===== src/rtl/layer_output_serializer.sv =====
// ---------------------------------------------------------------------------
// layer_output_serializer
//
// Sits between two neuron layers. It collects the parallel outputs of
// numNeurons neurons. Each lane reports its result with a one-cycle outvalid
// pulse, and lanes may report on different cycles. Once every lane has
// reported, the block replays the values in lane order as a paced serial
// stream. That stream feeds the shared myinput/myinputValid of the next layer.
// Neurons have no ready signal, so successive data_valid pulses are spaced
// exactly gapCycles apart.
//
// Ports
//   clk          in   1                      clock, all state on posedge
//   rst          in   1                      asynchronous, active-high reset
//   x_in         in   numNeurons*dataWidth   lane k = x_in[k*dataWidth +: dataWidth]
//   x_valid      in   numNeurons             lane k outvalid (1-cycle pulse)
//   data_out     out  dataWidth              serialized value, registered
//   data_valid   out  1                      1-cycle pulse per value
//   busy         out  1                      high while streaming
//   overflow     out  1                      sticky: a lane pulse was dropped
//   argmax_out   out  $clog2(numNeurons)     (SER_ARGMAX_EN) index of largest value so far
//   argmax_valid out  1                      (SER_ARGMAX_EN) pulse after final emission
//
// Build option
//   SER_ARGMAX_EN : when defined, adds a running unsigned argmax over the
//                   emitted values. Use it as the classifier output of the
//                   final layer.
// ---------------------------------------------------------------------------

// Per-lane capture slot: holds one neuron result and its "reported" flag.
module layer_output_serializer_lane #(
  parameter int dataWidth = 16
) (
  input  logic                 clk,
  input  logic                 rst,
  input  logic                 cap,     // lane pulse accepted this edge
  input  logic                 clr,     // capture round complete
  input  logic [dataWidth-1:0] din,
  output logic [dataWidth-1:0] data_o,
  output logic                 mask_o
);
  logic [dataWidth-1:0] data_q, data_d;
  logic                 mask_q, mask_d;

  always_comb begin
    data_d = data_q;
    if (cap) data_d = din;
    // Clear wins over a same-edge pulse. That pulse's data is still stored
    // and gets streamed in the round now starting.
    mask_d = clr ? 1'b0 : (mask_q | cap);
  end

  // Payload needs no reset. A slot is only streamed after it is rewritten.
  always_ff @(posedge clk) data_q <= data_d;

  always_ff @(posedge clk or posedge rst) begin
    if (rst) mask_q <= 1'b0;
    else     mask_q <= mask_d;
  end

  assign data_o = data_q;
  assign mask_o = mask_q;
endmodule

module layer_output_serializer #(
  parameter int numNeurons = 30,
  parameter int dataWidth  = 16,
  parameter int gapCycles  = 6
) (
  input  logic                            clk,
  input  logic                            rst,
  input  logic [numNeurons*dataWidth-1:0] x_in,
  input  logic [numNeurons-1:0]           x_valid,
  output logic [dataWidth-1:0]            data_out,
  output logic                            data_valid,
  output logic                            busy,
  output logic                            overflow
`ifdef SER_ARGMAX_EN
  ,
  output logic [$clog2(numNeurons)-1:0]   argmax_out,
  output logic                            argmax_valid
`endif
);
  localparam int IW = $clog2(numNeurons);
  localparam int GW = $clog2(gapCycles) + 1;
  localparam logic [IW-1:0] LAST_IDX = IW'(numNeurons - 1);
  localparam logic [GW-1:0] GAP_M1   = GW'(gapCycles - 1);

  typedef enum logic {IDLE, SEND} state_t;

  state_t                              state_q, state_d;
  logic [IW-1:0]                       idx_q, idx_d;
  logic [GW-1:0]                       gcnt_q, gcnt_d;
  logic [dataWidth-1:0]                data_out_q, data_out_d;
  logic                                data_valid_q, data_valid_d;
  logic                                overflow_q, overflow_d;

  logic                                idle;
  logic                                full;
  logic                                emit;
  logic [numNeurons-1:0]               cap;
  logic [numNeurons-1:0]               mask;
  logic [numNeurons-1:0][dataWidth-1:0] lane_data;

  assign idle = (state_q == IDLE);
  // Lanes are only written while collecting. During SEND the buffer is being
  // read out, so any pulse is dropped.
  assign cap  = x_valid & {numNeurons{idle}};
  // Completion counts the pulses landing on this same edge.
  assign full = idle && (&(mask | x_valid));
  assign emit = (state_q == SEND) && (gcnt_q == '0);

  for (genvar g = 0; g < numNeurons; g++) begin : g_lane
    layer_output_serializer_lane #(.dataWidth(dataWidth)) u_lane (
      .clk    (clk),
      .rst    (rst),
      .cap    (cap[g]),
      .clr    (full),
      .din    (x_in[g*dataWidth +: dataWidth]),
      .data_o (lane_data[g]),
      .mask_o (mask[g])
    );
  end

  always_comb begin
    state_d      = state_q;
    idx_d        = idx_q;
    gcnt_d       = gcnt_q;
    data_out_d   = data_out_q;
    data_valid_d = 1'b0;
    overflow_d   = overflow_q | (!idle && (|x_valid));
    case (state_q)
      IDLE: begin
        if (full) begin
          state_d = SEND;
          idx_d   = '0;
          gcnt_d  = '0;
        end
      end
      SEND: begin
        if (emit) begin
          data_out_d   = lane_data[idx_q];
          data_valid_d = 1'b1;
          gcnt_d       = GAP_M1;
          if (idx_q == LAST_IDX) state_d = IDLE;
          else                   idx_d   = idx_q + 1'b1;
        end else begin
          gcnt_d = gcnt_q - 1'b1;
        end
      end
      default: state_d = IDLE;
    endcase
  end

  always_ff @(posedge clk or posedge rst) begin
    if (rst) begin
      state_q      <= IDLE;
      idx_q        <= '0;
      gcnt_q       <= '0;
      data_out_q   <= '0;
      data_valid_q <= 1'b0;
      overflow_q   <= 1'b0;
    end else begin
      state_q      <= state_d;
      idx_q        <= idx_d;
      gcnt_q       <= gcnt_d;
      data_out_q   <= data_out_d;
      data_valid_q <= data_valid_d;
      overflow_q   <= overflow_d;
    end
  end

  assign data_out   = data_out_q;
  assign data_valid = data_valid_q;
  assign busy       = (state_q == SEND);
  assign overflow   = overflow_q;

`ifdef SER_ARGMAX_EN
  logic [IW-1:0]        argmax_q, argmax_d;
  logic [dataWidth-1:0] max_q, max_d;
  logic                 argmax_valid_q, argmax_valid_d;

  always_comb begin
    argmax_d = argmax_q;
    max_d    = max_q;
    // data_valid is only high in IDLE right after the final emission. This
    // makes the edge where it drops the classifier-result edge.
    argmax_valid_d = data_valid_q && idle;
    // Strict compare keeps the lower index on ties. Lane 0 reseeds each round.
    if (emit && ((idx_q == '0) || (lane_data[idx_q] > max_q))) begin
      argmax_d = idx_q;
      max_d    = lane_data[idx_q];
    end
  end

  always_ff @(posedge clk or posedge rst) begin
    if (rst) begin
      argmax_q       <= '0;
      max_q          <= '0;
      argmax_valid_q <= 1'b0;
    end else begin
      argmax_q       <= argmax_d;
      max_q          <= max_d;
      argmax_valid_q <= argmax_valid_d;
    end
  end

  assign argmax_out   = argmax_q;
  assign argmax_valid = argmax_valid_q;
`endif
endmodule


===== config.mk =====
export PLATFORM = sky130hd
export DESIGN_NAME = layer_output_serializer
export DESIGN_NICKNAME = d
export VERILOG_FILES = /design/src/rtl/layer_output_serializer.sv
export SDC_FILE = /design/constraint.sdc
export NUM_CORES = 1
export LEC_CHECK = 0
export BUFFER_PORTS_ARGS = -buffer_cell sky130_fd_sc_hd__buf_2
export CORE_MARGIN = 8
export CORE_UTILIZATION = 41
export DETAILED_ROUTE_END_ITERATION = 16
export PLACE_DENSITY = 0.7
export REMOVE_ABC_BUFFERS = 1
export SYNTH_ARGS = -nofsm -noshare
export SYNTH_HDL_FRONTEND = slang
export SYNTH_HIERARCHICAL = 1
export SYNTH_SLANG_ARGS = --single-unit

===== constraint.sdc =====
create_clock -name clk -period 3.5 [get_ports clk]
set_input_delay 0 -clock clk [delete_from_list [all_inputs] [get_ports clk]]
set_output_delay 0 -clock clk [all_outputs]
set_load 0.01 [all_outputs]

* After elaboration in Yosys (flattened, before gate mapping) *
Index checks and enable logic that the tools add are counted.

word-level totals
  output and inout bits = 19
  bits of input ports = 512
  bits in registers = 538
  word-level logic and storage cells = 160

cells by class
  mux-type cells = 45
  $lt $le $gt $ge = 1
  bitwise gates (word level) = 34
  reductions and logical operators = 8
  $add $sub $neg = 2
  equal/unequal tests = 4

operators by type and width
  kind                                                                          count
  16-bit binary-select mux with 5-bit select                                    1
  1-bit 2-to-1 mux                                                              35
  1-bit OR                                                                      31
  30-bit bitwise AND                                                            1
  30-bit OR                                                                     1
  30-bit AND reduction                                                          1
  30-bit OR reduction                                                           1
  16-bit 2-to-1 mux                                                             1
  5-bit 2-to-1 mux                                                              3
  5-bit one-hot mux with 2 select lines                                         1
  4-bit 2-to-1 mux                                                              2
  4-bit one-hot mux with 2 select lines                                         1
  5-bit by 6-bit less-than comparator with 1-bit output, second input constant  1
  5-bit by 1-bit adder with 5-bit output, second input constant                 1
  5-bit == test, second input constant                                          1
  4-bit zero test                                                               1
  2-bit by 1-bit inequality test with 1-bit output, second input constant       2
  4-bit by 1-bit subtractor with 4-bit output, second input constant            1
  1-bit logical AND                                                             3
  3-bit AND reduction                                                           1
  2-bit inequality test, second input constant                                  1
  1-bit one-hot mux with 2 select lines                                         1
  2-bit AND reduction                                                           1
  1-bit inverter                                                                1

* Depth between registers and ports, before layout *
Gate-level depths: netlist of the first run.

  word-level depth = 5
  mapped depth = 10
  depth with buffers taken out = 9

* By module *
The synthesis of the first run kept the hierarchy.

by module, submodules not included
  module                        sequential area each (sq um)  area an instance (sq um)  cells an instance  times used
  layer_output_serializer_lane  505.5                         519.2                     19                 30
  layer_output_serializer       700.7                         5849.4                    596                1

* Worst setup path after synthesis of the first run *
OpenSTA, ideal clock, no wires.

  path type = flip-flop to flip-flop
  start = reg g_lane[22].u_lane.mask_q
  end = reg g_lane[10].u_lane.mask_q
  cell stages (with the launch flop) = 7
  arrival time = 2078 ps
  data required time = 3381 ps
  setup time = 119 ps
  slack = 1303 ps
  path buffers = 0
  period minus slack after synthesis = 2197 ps
  cells stage by stage = dfrtp_1 -> o22ai_1 -> or4_1 -> nor4_1 -> nand4_1 -> nor2_1 -> o21ba_1

on the way
  longest elaborated chain between the ends = 4

RTL lines
  item                          line  source
  start: declaration            43    logic mask_q, mask_d;
  start signal: assignment      58    else mask_q <= mask_d;
  30-bit OR                     110   assign full = idle && (&(mask | x_valid));
  30-bit AND reduction          110
  1-bit logical AND             110
  via full                      99    logic full;
  1-bit 2-to-1 mux              50    mask_d = clr ? 1'b0 : (mask_q | cap);
  via g_lane[10].u_lane.mask_d  43
  end signal: assignment        58
  end: declaration              43

The timed path passes the listed nets, and every way through them passes these cells.
A chain may end at the register's enable or synchronous reset.

* Final worst setup path of the first run *
  start = reg idx_q[1]
  end = reg data_out_q[12], in the netlist data_out[12]

on the way
  longest elaborated chain between the ends = 2

RTL lines
  item                                        line  source
  start: declaration                          92    logic [IW-1:0] idx_q, idx_d;
  start signal: assignment                    165   idx_q <= idx_d;
  16-bit binary-select mux with 5-bit select  142   data_out_d = lane_data[idx_q];
  16-bit 2-to-1 mux (not written as such)     142
  end signal: assignment                      167   data_out_q <= data_out_d;
  end: declaration                            94    logic [dataWidth-1:0] data_out_q, data_out_d;

No other way between the ends. The select of a mux whose other input is x is not followed.

==> out/qor.csv, run 1 <==
metric,value,unit
status,"complete, no violations",
fin_skew,21.1,ps
drt_first_pass_iters,6,
start_util,0.416,
p_sw_frac,0.323,
clkTransAtPathRegs,60,ps
ant_nets,0,
cts_sinks,538,
drive_gt1_frac,0.349,
die-area,59800,sq um
multi_input_area,5090,sq um
die_height,245,um
synth_mux_area_frac,0.119,
die_width,245,um
cts_tree,done,
dpl_cell_area,25000,sq um
power.leakage,12.1,nW
seqPwrFrac,0.417,
startpoint_type,flop,
via_per_inst,5.60,
synth-compound-area-share,0.0806,
grt_use_met3,0.0565,
drt_iter0_drc,1541,
met2_usage,0.477,
drv_slew,0,
synth-main-ff-cell,edfxtp_1,
ios,531,
cts_buffers,57,
vias,16662,
p_sw,6.75,mW
yosys.cell_types.count,47,
h-tree-depth,2,
seqCellArea,15900,sq um
comb_power_share,0.282,
ys_seq_area_frac,0.740,
period_minus_slack,2800,ps
n_fill_cell,3678,
worst_pin_slew,1200,ps
holdWs,47.8,ps
dpl.hpwl,53900,um
grt_start_max_net_pins,42,
top_usage_layer,met2,
yosysWarnings,6,
grt_overflow_total,0,
synth_area_per_cell,18.4,sq um
antenna_found_initial,17,
critPathMaxFanout,41,
ys_seq_elements,538,
portBuffers,530,
synth_cells,1166,
period_share,0.800,
fin_cells,2974,
synth-adder-area-share,0.00234,
critPathRequiredTime,3990,ps
post_cts_resize_count,0,
ir_worst_vdd,0.422,mV
cts_buffer_depth,3,
slew_headroom,0.193,
drcViolationCount,0,
core_area,51500,sq um
max_clock_freq,357,MHz
dpl.cell_count,2360,
postCtsSetupBuffers,0,
routedWlPerCell,29.0,um
critical_path_arrival,3290,ps
synth_top_family_by_area,multiplexers,
worstSkewPairLatency,620,ps
routed_wl,86200,um
area_growth,48.7,%
cap_violations,0,
use_met1,0.316,
async_reset_ff_frac,0.108,
cts-root-buf,clkbuf_16,
rsz0062_at_grt,no,
netlist_area,21400,sq um
nets,2744,
hold_buffers,489,
grt_pass1_wl,123000,um
endpoint_kind,flop,
gp_congestion,0.837,
hold_class,in -> reg,
synth_xor_area_frac,0.00123,
hold_viol_final,0,
rows,83,
crit_type,reg -> reg,
cellPowerDensity,655,nW/um^2
synthSimpleGateAreaFrac,0.0305,
design_area,31900,sq um
grtUsageTotal,0.279,
synth_edf_count,480,
first_global_vias,18712,
finalSetupViolCount,0,
power,20.9,mW
intPower,14.1,mW
clockPowerShare,0.301,
-- path summary, 6_finish.rpt --
check,startpoint,endpoint,slack (ps),depth (start not counted)
setup / recovery,idx_q[1]$_DFFE_PP0P_,data_out[12]$_DFFE_PP0P_,700,5
hold / removal,x_valid[16],overflow$_DFF_PP0_,50,5
setup reg to reg,idx_q[1]$_DFFE_PP0P_,data_out[12]$_DFFE_PP0P_,700,5
hold reg to reg,overflow$_DFF_PP0_,overflow$_DFF_PP0_,490,1
max in group asynchronous,rst,idx_q[1]$_DFFE_PP0P_,2790,4
min in group asynchronous,rst,g_lane[16].u_lane/mask_o$_DFF_PP0_,70,3
-- flip-flops by register name, summed over array words and instances, names as in the netlist --
| register | flops |
|---|---|
| busy | 1 |
| data_valid | 1 |
| g_lane.u_lane/data_o | 480 |
| data_out | 16 |
| idx_q | 5 |
| g_lane.u_lane/mask_o | 30 |
| overflow | 1 |
| gcnt_q | 4 |
-- Yosys cell counts (2+ instances only) --
library cell	count	share of area
nor2b_1	33	0.0096
nand3_1	19	0.0044
a221oi_1	15	0.0061
mux4_2	48	0.050
a22oi_1	32	0.011
inv_1	35	0.0061
nor2_2	2	0.00058
o21ai_1	18	0.0042
nor2_1	29	0.0051
clkbuf_1	12	0.0021
o22ai_1	24	0.0070
nor3_1	3	0.00070
mux2_2	16	0.0084
a221oi_2	17	0.012
nand4_1	5	0.0015
dfrtp_1	58	0.068
mux2i_1	128	0.060
nand2_1	8	0.0014
ha_1	4	0.0023
a31oi_1	3	0.00088
and2_1	3	0.00088
buf_4	10	0.0035
edfxtp_1	480	0.67
buf_6	17	0.0089
buf_2	21	0.0049
o211ai_1	32	0.011
o21ba_1	30	0.014
xor2_1	3	0.0012
o211a_1	16	0.0075
o21ai_0	3	0.00070
a21oi_1	17	0.0040
nor4_1	10	0.0029
-- cells by family (layout without fill, tap and decap cells) --
| logic type | after synthesis | after routing |
|---|---|---|
| flops | 538 | 538 |
| compound gates | 212 | 212 |
| mux | 192 | 192 |
| simple gates | 119 | 119 |
| buf+inv | 98 | 1207 |
| fa+ha+maj | 4 | 4 |
| xor+xnor | 3 | 3 |
| other cells | 0 | 19 |
-- layout make-up --
cell class	count	share of cell area
Multi-Input combinational cell	530	0.160
Clock inverter	35	0.0124
Timing Repair Buffer	1065	0.249
Antenna cell	19	0.00149
Tap cell	680	0.0267
Clock buffer	71	0.0477
Sequential cell	538	0.498
Inverter	36	0.00428
-- power by group through the flow --
stage                     Combinational (mW)  Clock, mW  Sequential [mW]
after floorplan                         3.08          0             8.89
after global placement                  5.28          0             8.77
after detailed placement                5.36          0             8.79
after CTS                               5.81       6.28             8.67
after global routing                    6.21       6.57             8.77
final                                   5.88       6.29             8.70
-- metrics by stage --
step	util	setup slack [ps]	TNS, ps
after floorplan	-	-3440	-72950
after global placement	0.485	756	0
after detailed placement	0.485	729	0
after CTS	0.618	708	0
after global routing	0.618	611	0
final	0.618	702	0
-- critical path, stage by stage (launching register included) --
cell	delay, ps
dfrtp_4	970
buf_4	400
mux4_2	350
mux2i_1	450
o211ai_1	260
o211a_1	220
-- metal layers --
metal,part of all wire,up-vias
li1,-,6844
met5,0.00015,-
met4,0.073,2
met2,0.50,1193
met1,0.35,8253
met3,0.079,370
-- placed cells by master (no fill, tap or decap), types with 4 or more instances in the layout --
| cell | Yosys | layout |
|---|---|---|
| a21oi_1 | 17 | 17 |
| a221oi_1 | 15 | 15 |
| a221oi_2 | 17 | 17 |
| a22oi_1 | 32 | 32 |
| buf_12 | 0 | 4 |
| buf_2 | 21 | 530 |
| buf_4 | 10 | 42 |
| bufinv_16 | 0 | 7 |
| clkbuf_1 | 12 | 11 |
| clkbuf_16 | 0 | 58 |
| clkinv_1 | 0 | 5 |
| clkinv_2 | 1 | 14 |
| clkinvlp_4 | 0 | 4 |
| dfrtp_1 | 58 | 53 |
| diode_2 | 0 | 19 |
| dlygate4sd3_1 | 0 | 489 |
| edfxtp_1 | 480 | 480 |
| ha_1 | 4 | 4 |
| inv_1 | 35 | 35 |
| mux2_2 | 16 | 16 |
| mux2i_1 | 128 | 128 |
| mux4_2 | 48 | 48 |
| nand2_1 | 8 | 8 |
| nand3_1 | 19 | 19 |
| nand4_1 | 5 | 5 |
| nor2_1 | 29 | 29 |
| nor2b_2 | 0 | 31 |
| nor4_1 | 10 | 10 |
| o211a_1 | 16 | 16 |
| o211ai_1 | 32 | 32 |
| o21ai_1 | 18 | 18 |
| o21ba_1 | 30 | 30 |
| o22ai_1 | 24 | 24 |
Note: power is estimated with default switching activity, not from simulation.
==> inputs of run 2 (changes only) <==
==> constraint.sdc (replaced) <==
create_clock -name clk -period 2.9 [get_ports clk]
set_input_delay 0 -clock clk [delete_from_list [all_inputs] [get_ports clk]]
set_output_delay 0 -clock clk [all_outputs]
set_load 0.01 [all_outputs]
==> out/qor.csv, run 2 (synthesis gave the netlist of run 1 again) <==
metric,value,unit,change
status,"complete, no violations",,
layout.cells.most_common,buf_2,,
ir_worst_vdd,0.566,mV,+34%
endpoint_kind,flop,,
first_global_vias,18513,,-1.1%
cts_tree,done,,
period_share,0.862,,+0.0623
fin_cells,2993,,+0.64%
finalSetupViolCount,0,,unchanged
h-tree-depth,2,,unchanged
rows,83,,unchanged
die-area,59800,sq um,unchanged
portBuffers,530,,unchanged
drt_iter0_drc,1507,,-2.2%
rsz0062_at_grt,no,,
routedWlPerCell,28.9,um,-0.23%
core_area,51500,sq um,unchanged
routed_wl,86600,um,+0.40%
period_minus_slack,2500,ps,-299 ps
final_cell_mix,"530 x buf_2, 492 x dlygate4sd3_1, 480 x edfxtp_1",,
slew_headroom,0.482,,+0.289
cap_violations,0,,unchanged
post_cts_resize_count,0,,unchanged
drt_first_pass_iters,5,,-1
power.leakage,12.2,nW,+1.2%
hold_viol_final,0,,unchanged
dpl.hpwl,54000,um,+0.24%
crit_slowest_cell,dfrtp_4,,
hold_class,in -> async,,
fin_skew,24.1,ps,+3.03 ps
slowest_delay,560,ps,-410 ps
cts-root-buf,clkbuf_16,,
cts_sinks,538,,unchanged
vias,16642,,-0.12%
dpl.cell_count,2372,,+0.51%
drcViolationCount,0,,unchanged
gp_congestion,0.878,,+4.8%
grt_overflow_total,0,,unchanged
grt_start_max_net_pins,47,,+12%
start_util,0.416,,unchanged
n_fill_cell,3611,,-1.8%
die_height,245,um,unchanged
antenna_found_initial,18,,+1
cts_buffer_depth,3,,unchanged
cts_buffers,57,,unchanged
die_width,245,um,unchanged
critPathMaxFanout,19,,-54%
design_area,32200,sq um,+1.0%
area_growth,50.2,%,
crit_type,reg -> reg,,
critical_path_arrival,3040,ps,-250 ps
worst_pin_slew,776,ps,-429 ps
clkTransAtPathRegs,60,ps,about the same
largest_reg_flops,480,,unchanged
worstSkewPairLatency,620,ps,about the same
ant_nets,0,,unchanged
cellPowerDensity,804,nW/um^2,+23%
startpoint_type,flop,,
grtUsageTotal,0.281,,+0.00214
ios,531,,unchanged
grt_pass1_wl,123000,um,+0.30%
drive_gt1_frac,0.356,,+0.00717
worstPathCellList,and2_2 > buf_4 > a221oi_1 > o21ai_1 > o211ai_1 > o211a_1,,
fin_ws,401,ps,-301 ps
nets,2759,,+0.55%
max_clock_freq,400,MHz,+12%
via_per_inst,5.56,,-0.75%
critPathRequiredTime,3440,ps,-550 ps
drv_slew,0,,unchanged
dpl_cell_area,25100,sq um,+0.46%
pre_cts_slack,423,ps,-306 ps
==> run 2: changes by cell type in the layout (fill, tap and decap cells not counted) <==
cell | previous run | this run
inv_6 | 1 | 4
diode_2 | 19 | 22
buf_4 | 42 | 52
clkbuf_8 | 2 | 0
inv_16 | 1 | 2
clkbuf_16 | 58 | 57
clkinv_2 | 14 | 9
bufinv_16 | 7 | 13
clkinv_8 | 1 | 0
clkbuf_1 | 11 | 2
buf_12 | 4 | 6
clkinvlp_4 | 4 | 9
clkinv_4 | 3 | 7
dlygate4sd3_1 | 489 | 492
==> run 2: metrics by stage <==
stage | total power, mW | hold slack (ps) | TNS [ps] | util
floorplan | 14.2 | -271 | -86150 | -
global placement | 17.0 | 106 | 0 | 0.488
CTS | 25.7 | 7.84 | 0 | 0.624
finish | 25.9 | 64.5 | 0 | 0.625
detailed placement | 17.2 | 112 | 0 | 0.488
global route | 26.7 | 64.6 | 0 | 0.624
==> run 2: critical path, delay by kind of cell, from the launching register on <==
family | cells | cell delay (ps)
AO/OA/AOI/OAI | 4 | 1170
flip-flops | 1 | 560
buffers and inverters | 1 | 310
AND/OR/NAND/NOR | 1 | 370
==> run 2: metal layers <==
| layer | track usage | up-vias | wire length [um] |
|---|---|---|---|
| li1 | - | 6885 | - |
| met1 | 0.321 | 8199 | 30700 |
| met2 | 0.483 | 1184 | 43300 |
| met3 | 0.0569 | 370 | 6530 |
| met4 | 0.171 | 4 | 6000 |
| met5 | 0 | - | 25 |
==> run 2: path summary, 6_finish.rpt <==
check | start | to | slack [ps] | cells past startpoint
setup / recovery | idx_q[0]$_DFFE_PP0P_ | data_out[13]$_DFFE_PP0P_ | 400 | 6
hold / removal | rst | g_lane[24].u_lane/mask_o$_DFF_PP0_ | 60 | 3
setup reg to reg | idx_q[0]$_DFFE_PP0P_ | data_out[13]$_DFFE_PP0P_ | 400 | 6
hold reg to reg | overflow$_DFF_PP0_ | overflow$_DFF_PP0_ | 480 | 1
max in group asynchronous | rst | idx_q[2]$_DFFE_PP0P_ | 1710 | 4
min in group clk | x_valid[18] | g_lane[18].u_lane/data_o[12]$_DFFE_PP_ | 70 | 3
==> run 2: power by group <==
part           total (mW)  leakage (nW)  switching (mW)  internal, mW
Combinational        7.37          6.29            4.30          3.07
Clock                8.16         0.996            3.34          4.82
Sequential           10.3          4.93           0.654          9.68
==> run 2: repair_timing <==
item / in CTS / in global routing
hold endpoints to repair: 541 / 0
hold buffers: 492 / 0
setup buffers: 0 / 0
==> run 2: final cells by class <==
cell class	count	area, sq um	area share
sequential	538	15900	0.493
timing repair buffer	1080	8090	0.251
multi-input combinational	530	5090	0.158
clock buffer	59	1430	0.0446
tap	680	851	0.0264
clock inverter	48	653	0.0203
inverter	36	136	0.00424
antenna	22	55.1	0.00171
